## config.mk

```make
export PLATFORM = sky130hd
export DESIGN_NAME = serpent_xts_sector_ctrl
export DESIGN_NICKNAME = d
export VERILOG_FILES = /design/src/rtl/serpent_xts_sector_ctrl.sv
export SDC_FILE = /design/constraint.sdc
export NUM_CORES = 2
export LEC_CHECK = 0
export CAP_MARGIN = 20
export CORE_AREA = 10 10 553 555
export CTS_BUF_LIST = sky130_fd_sc_hd__clkbuf_4
export DETAILED_ROUTE_END_ITERATION = 10
export DIE_AREA = 0 0 563 565
export PLACE_DENSITY = 0.43
export SLEW_MARGIN = 25
export SYNTH_ARGS = -nofsm -noshare
export SYNTH_HDL_FRONTEND = slang
export SYNTH_SLANG_ARGS = --single-unit
```

## constraint.sdc

```tcl
create_clock -name i_clk -period 2.5 [get_ports i_clk]
set_clock_uncertainty 0.15 [all_clocks]
set_input_delay 0.5 -clock i_clk [delete_from_list [all_inputs] [get_ports i_clk]]
set_output_delay 0.5 -clock i_clk [all_outputs]
set_load 0.005 [all_outputs]
```

## src/rtl/serpent_xts_sector_ctrl.sv

```systemverilog
// Sequences one shared Serpent core through an XTS-mode sector encrypt (tweak, then whitened data blocks).
// Latency: tweak = core latency + 1; per block = 3 cycles + core latency; done pulse 1 cycle after last output.
// Backpressure: holds ciphertext on o_blk_valid until i_blk_ready; waits in BLK_IN for plaintext; one core request at a time.
module serpent_xts_sector_ctrl #(
    parameter int unsigned BLOCKS_PER_SECTOR = 32
) (
    input  logic         i_clk,
    input  logic         i_rstn,
    input  logic         i_start,
    input  logic [127:0] i_sector,
    input  logic [255:0] i_key1,
    input  logic [255:0] i_key2,
    input  logic         i_abort,
    output logic         o_busy,
    output logic         o_sector_done,
    input  logic         i_blk_valid,
    output logic         o_blk_ready,
    input  logic [127:0] i_blk_data,
    output logic         o_blk_valid,
    input  logic         i_blk_ready,
    output logic [127:0] o_blk_data,
    output logic         o_core_key_valid,
    output logic         o_core_enable,
    output logic [255:0] o_core_key,
    output logic [127:0] o_core_data,
    input  logic [127:0] i_core_data,
    input  logic         i_core_valid
);

    typedef enum logic [2:0] {
        IDLE, TWK_REQ, TWK_WAIT, BLK_IN, BLK_REQ, BLK_WAIT, BLK_OUT, DONE
    } state_t;

    localparam logic [15:0] LAST_CNT = 16'(BLOCKS_PER_SECTOR);

    state_t        state;
    state_t        state_nxt;
    logic [127:0]  sector;
    logic [255:0]  key1;
    logic [255:0]  key2;
    logic [127:0]  t;
    logic [127:0]  x;
    logic [127:0]  c;
    logic [15:0]   cnt;

    logic          twk_phase;
    logic          blk_phase;

    // IEEE 1619 tweak advance: multiply by alpha in GF(2^128), little-endian byte order.
    function automatic logic [127:0] mul_alpha(input logic [127:0] v);
        return {v[126:0], 1'b0} ^ (v[127] ? 128'h87 : 128'h0);
    endfunction

    assign twk_phase = (state == TWK_REQ) || (state == TWK_WAIT);
    assign blk_phase = (state == BLK_REQ) || (state == BLK_WAIT);

    // State register.
    always_ff @(posedge i_clk or negedge i_rstn) begin
        if (!i_rstn) begin
            state <= IDLE;
        end else begin
            state <= state_nxt;
        end
    end

    // Next-state and output decode; abort overrides every transition.
    always_comb begin
        state_nxt        = state;
        o_busy           = 1'b1;
        o_sector_done    = 1'b0;
        o_blk_ready      = 1'b0;
        o_blk_valid      = 1'b0;
        o_blk_data       = 128'h0;
        o_core_key_valid = 1'b0;
        o_core_enable    = 1'b0;
        o_core_key       = 256'h0;
        o_core_data      = 128'h0;
        case (state)
            IDLE: begin
                o_busy = 1'b0;
                if (i_start) state_nxt = TWK_REQ;
            end
            TWK_REQ, TWK_WAIT: begin
                o_core_key_valid = 1'b1;
                o_core_enable    = 1'b1;
                o_core_key       = key2;
                o_core_data      = sector;
                if (i_core_valid)          state_nxt = BLK_IN;
                else if (state == TWK_REQ) state_nxt = TWK_WAIT;
            end
            BLK_IN: begin
                o_blk_ready = 1'b1;
                if (i_blk_valid) state_nxt = BLK_REQ;
            end
            BLK_REQ, BLK_WAIT: begin
                o_core_key_valid = 1'b1;
                o_core_enable    = 1'b1;
                o_core_key       = key1;
                o_core_data      = x;
                if (i_core_valid)          state_nxt = BLK_OUT;
                else if (state == BLK_REQ) state_nxt = BLK_WAIT;
            end
            BLK_OUT: begin
                o_blk_valid = 1'b1;
                o_blk_data  = c;
                if (i_blk_ready) state_nxt = ((cnt + 16'd1) == LAST_CNT) ? DONE : BLK_IN;
            end
            DONE: begin
                o_sector_done = 1'b1;
                state_nxt     = IDLE;
            end
            default: state_nxt = IDLE;
        endcase
        if (i_abort && (state != IDLE)) state_nxt = IDLE;
        if (i_abort && (state == IDLE)) state_nxt = IDLE;
    end

    // Datapath: request captures, tweak register, whitening and block counter.
    always_ff @(posedge i_clk or negedge i_rstn) begin
        if (!i_rstn) begin
            sector <= 128'h0;
            key1   <= 256'h0;
            key2   <= 256'h0;
            t      <= 128'h0;
            x      <= 128'h0;
            c      <= 128'h0;
            cnt    <= 16'h0;
        end else begin
            if ((state == IDLE) && i_start && !i_abort) begin
                sector <= i_sector;
                key1   <= i_key1;
                key2   <= i_key2;
                cnt    <= 16'h0;
            end
            if (twk_phase && i_core_valid) begin
                t <= i_core_data;
            end
            if ((state == BLK_IN) && i_blk_valid) begin
                x <= i_blk_data ^ t;
            end
            if (blk_phase && i_core_valid) begin
                c <= i_core_data ^ t;
            end
            if ((state == BLK_OUT) && i_blk_ready) begin
                t   <= mul_alpha(t);
                cnt <= cnt + 16'd1;
            end
        end
    end

endmodule

```

Word level (Yosys, flattened, before mapping)

Cells that the tools add are included.
Widths: inputs -> output; s select.

Flip-flop bits (word level): 1043
Input port bits: 903
Output and inout port bits: 518
Logic and storage cells: 68

$add $sub $neg: 1
Equal/unequal tests: 13
Mux-type cells: 24
Bitwise logic cells: 3
Reductions and logical operators: 19

Operator list:

| kind                  | number |
|---|---|
| $pmux 256 s2          | 1 |
| $mux 128              | 3 |
| $pmux 128 s2          | 1 |
| $xor 128x128->128     | 2 |
| $xor 128x8->128       | 1 |
| $mux 16               | 2 |
| $mux 3                | 10 |
| $pmux 3 s6            | 1 |
| $add 16x1->16 const B | 1 |
| $eq 16x6->1 const B   | 1 |
| $eq 3x3->1 const B    | 4 |
| $ne 5x5->1 const B    | 2 |
| $logic_and 1x1->1     | 8 |
| $mux 8                | 1 |
| $ne 4x4->1 const B    | 2 |
| $eq 3x2->1 const B    | 2 |
| $mux 1                | 5 |
| $reduce_and 5->1      | 1 |
| $ne 4x3->1 const B    | 1 |
| $reduce_bool 2->1     | 2 |
| $reduce_or 2->1       | 2 |
| $reduce_or 4->1       | 1 |
| $eq 3x1->1 const B    | 1 |
| $logic_not 3->1       | 1 |
| 3 further kinds       | 4 |

Longest topological paths before layout

Word-level depth: 7
Depth in mapped cells: 10
Mapped depth without buffers: 6

Worst setup path after synthesis

Ideal clock, no wire load.

Kind: flip-flop to output port
Start: register state[1]
End: output o_core_data[127]
Arrival: 1569 ps
Data required time: 1850 ps
Path slack: 281 ps
Stages on the path, launching flop included: 7
Path buffers: 3
Cells stage by stage: dfrtp_1 > buf_2 > xnor2_1 > nor2_2 > clkbuf_1 > clkbuf_1 > a22o_1

Word-level cells in the longest chain between the ends: 3
Elaborated cells between the ends (all ways): 7
Classes of those cells: 4 x eq/ne; 1 x mux; 2 x reduce/logical

RTL lines:

| element                            | line | source |
|---|---|---|
| from (decl)                        | 36   | `state_t state;` |
| from (signal assigned)             | 62   | `state <= state_nxt;` |
| $eq 3x3->1 (tied with other cells) | 78   | `case (state)` |
| $reduce_or 2->1                    | 78   |  |
| $pmux 128 s2 *                     | 78   |  |
| to (decl)                          | 25   | `output logic [127:0] o_core_data,` |

Every way passes the cells marked *; elsewhere a longest branch is shown, timed or not.

Final worst setup path

Start: register state[1]
End: output o_core_data[32]

The elaborated chain is that of the path after synthesis.

==> flow_summary_export.csv <==
group,metric,value,unit
layout,seqCellArea,26100,sq um
drt,post_drt_wl_per_cell,25.0,microns
logic_synthesis,syn_nets,4819,
cts,h-tree-depth,5,
sta,final.setup.worst_slack,-1.57,ns
logic_synthesis,seq_area_frac_synth,0.559,
drt,drc,0,
layout,drive_above_1_share,0.172,
logic_synthesis,async_flop_share,1.00,
worst_setup_path,end_kind,"output pin",
grt,grt_pass1_vias,46800,
drt,vias_per_cell,3.96,
sta,slew_headroom,0.487,
logic_synthesis,synth_top_family_by_area,"multiplexers",
layout,post-route-util,0.282,
drt,finalWirelength,273000,microns
logic_synthesis,ys_warn_count,0,
placement,io_buffers,1420,
logic_synthesis,synth_fa_ha_area_frac,0.000268,
grt,use_met2,0.274,
drt,antenna_left,0,
logic_synthesis,synth_edf_count,0,
logic_synthesis,synth_top_area_frac,0.559,
die,core,295000,sq um
grt,overflow,0,
layout,multi_input_area,19300,sq um
die,die_x,563,microns
power,p_leak,0.0351,uW
cts,numClockSinks,1043,
power,cellPowerDensity,1020,nW/um^2
logic_synthesis,synth.area.top_cells,"dfrtp_1, mux2_1, a22o_1",
layout,final_area,83300,sq um
sta,finalSetupViolCount,1148,
logic_synthesis,postSynthCellCount,3915,
sta,hold_violations,0,
layout,layout.nets,7627,
cts,clk_pin_slew,0.06,ns
grt,use_met1,0.198,
sta,timing.hold.ws,0.272,ns
run_status,status,"finished, violations left",
logic_synthesis,muxShareOfSynthArea,0.155,
logic_synthesis,syn_area_per_cell,11.9,sq um
cts,cts_tree,"done",
cts,clockBufferDepth,4,
job,drv_cap,0,
sta,worst_pin_slew,0.766,ns
grt,grt_max_degree,60,
grt,grt_use_total,0.164,
worst_setup_path,crit_fanout,14,
die,die_h,565,microns
grt,busiest_layer,"met2",
logic_synthesis,yosysTopAreaCell,"dfrtp_1",
placement,place_congestion,0.874,
layout,area_delta_synth_final,78.5,%
logic_synthesis,synth_compound_area_frac,0.123,
drt,drtIter0Drc,2556,
logic_synthesis,synth_flop_cell,"dfrtp_1",
die,die-area,318000,sq um
cts,cts_root_buf,"clkbuf_4",
grt,grt_pass1_wl,375000,microns
sta,fin_crit,4.07,ns
sta,post-route-period-util,1.63,
die,ios,1421,
logic_synthesis,synth_area,46700,sq um
logic_synthesis,synth_seq_cells,1043,
worst_setup_path,start_kind,"flip-flop",
logic_synthesis,synth_cell_types,47,
worst_setup_path,crit_required,1.85,ns
sta,rsz0062_at_grt,"true",
power,ir_drop,0.494,mV
drt,firstDrtPassIters,5,
grt,gr-usage-met3,0.0481,
worst_hold_path,hold_class,"in2reg",
grt,antenna_found_initial,61,
cts,cts_buffers,324,
cts,clk_latency,1.30,ns
run_status,violations,"setup timing",
logic_synthesis,yosys.area_share.simple,0.0778,
placement,place_area,67700,sq um
sta,slew_viol_final,0,
worst_setup_path,arrival,3.42,ns
logic_synthesis,post_synth_xor_area_fraction,0.0493,
drt,vias,43400,
die,initial_core_util,0.158,
sta,fmax,246,MHz
die,rows,200,
placement,hpwl,210000,microns
worst_setup_path,path_class,"reg2out",
layout,final.fill_count,30700,
sta,setup-tns-final,-847.77,ns
## synthesized netlist by cell type, types with 3 or more instances
| library cell | n |
|---|---|
| buf_1 | 15 |
| nor2b_1 | 3 |
| dfrtp_1 | 1043 |
| nor3_1 | 4 |
| or2_2 | 4 |
| nand4_1 | 9 |
| buf_2 | 84 |
| nor2_1 | 140 |
| o21ai_0 | 278 |
| a21oi_1 | 10 |
| buf_6 | 55 |
| mux2_1 | 500 |
| xnor2_1 | 260 |
| nor4b_1 | 3 |
| clkbuf_1 | 139 |
| o31ai_1 | 3 |
| mux2_2 | 141 |
| and2_1 | 132 |
| a22o_1 | 385 |
| nand2_1 | 529 |
| xor2_1 | 3 |
| a31oi_1 | 134 |
| nand3_1 | 7 |
| inv_1 | 5 |
## final cells by class
| type | instances | area share |
|---|---|---|
| antenna | 55 | 0.00165 |
| clock buffer | 463 | 0.0417 |
| clock inverter | 91 | 0.00668 |
| inverter | 5 | 0.000225 |
| multi-input combinational | 2570 | 0.232 |
| sequential | 1043 | 0.313 |
| tap | 3939 | 0.0591 |
| timing repair buffer | 2779 | 0.346 |
## cells by family after synthesis
family	count (synthesis)
AOI/OAI and AO/OA	820
xor gates and xnor gates	263
adders and majority gates	1
buffers and inverters	302
DFF	1043
muxes	642
and+or+nand+nor	844
## repair_timing
action | 4_1_cts | 5_1_grt
buffers inserted | 21 | 15
hold buffers | 1010 | 0
endpoints found under the setup margin | 1154 | 1189
gates resized for setup | 361 | 157
endpoints found under the hold margin | 2085 | 0
pin swaps | 7 | 10
gates cloned | 14 | 5
## sequential cells by signal (all words and copies together), names as in the netlist
signal / count
key2: 256
c: 128
key1: 256
sector: 128
x: 128
t: 128
state: 3
cnt: 16
## cell usage in the layout (no fill, tap or decap), types with 140 or more instances in the layout
| master | instances |
|---|---|
| clkdlybuf4s50_1 | 1241 |
| dfrtp_1 | 1043 |
| dlygate4sd3_1 | 1009 |
| nand2_1 | 525 |
| mux2_1 | 500 |
| clkbuf_4 | 463 |
| a22o_1 | 343 |
| o21ai_0 | 278 |
| xnor2_1 | 260 |
| buf_4 | 247 |
| mux2_2 | 141 |
| nor2_1 | 140 |
## where the power goes
part | leakage [uW] | internal (uW) | switching (uW) | total (uW)
clock network | 0.00240 | 8870 | 8680 | 17500
logic | 0.0200 | 18500 | 14800 | 33400
registers | 0.0127 | 24900 | 8750 | 33700
## worst max-delay path, stage by stage, from the launching register on
cell and delay [ns]:
dfrtp_1 0.40, buf_6 0.15, nor2b_4 0.13, buf_4 0.14
buf_12 0.15, bufbuf_16 0.35, a22o_1 0.25, clkdlybuf4s50_1 0.56
## per-stage QoR
stage	setup WS (ns)	std cells	power [uW]
final	-1.57	10900	84600
after CTS	-1.90	10900	85700
after global routing	-1.82	10900	89300
after detailed placement	-0.470	9274	65400
after global placement	-0.502	9274	65300
after floorplan	0.281	3915	42900
## worst paths after layout
kind	startpoint	to	cells after the start	slack, ns
setup reg to reg	state[0]$_DFFE_PN0P_	key2[4]$_DFFE_PN0P_	8	-0.39
hold / removal	i_core_data[1]	t[1]$_DFFE_PN0P_	4	0.27
setup / recovery	state[1]$_DFFE_PN0P_	o_core_data[32]	7	-1.57
min in group asynchronous	i_rstn	key1[242]$_DFFE_PN0P_	4	0.68
hold reg to reg	c[97]$_DFFE_PN0P_	c[97]$_DFFE_PN0P_	2	0.32
max in group asynchronous	i_rstn	key2[109]$_DFFE_PN0P_	6	0.81
## per-layer routing
layer,vias up,part of all wire
li1,19700,-
met1,21500,0.41
met2,1723,0.47
met3,422,0.075
met4,18,0.041
met5,-,0.00044
Power figures use the tool's default switching activity.
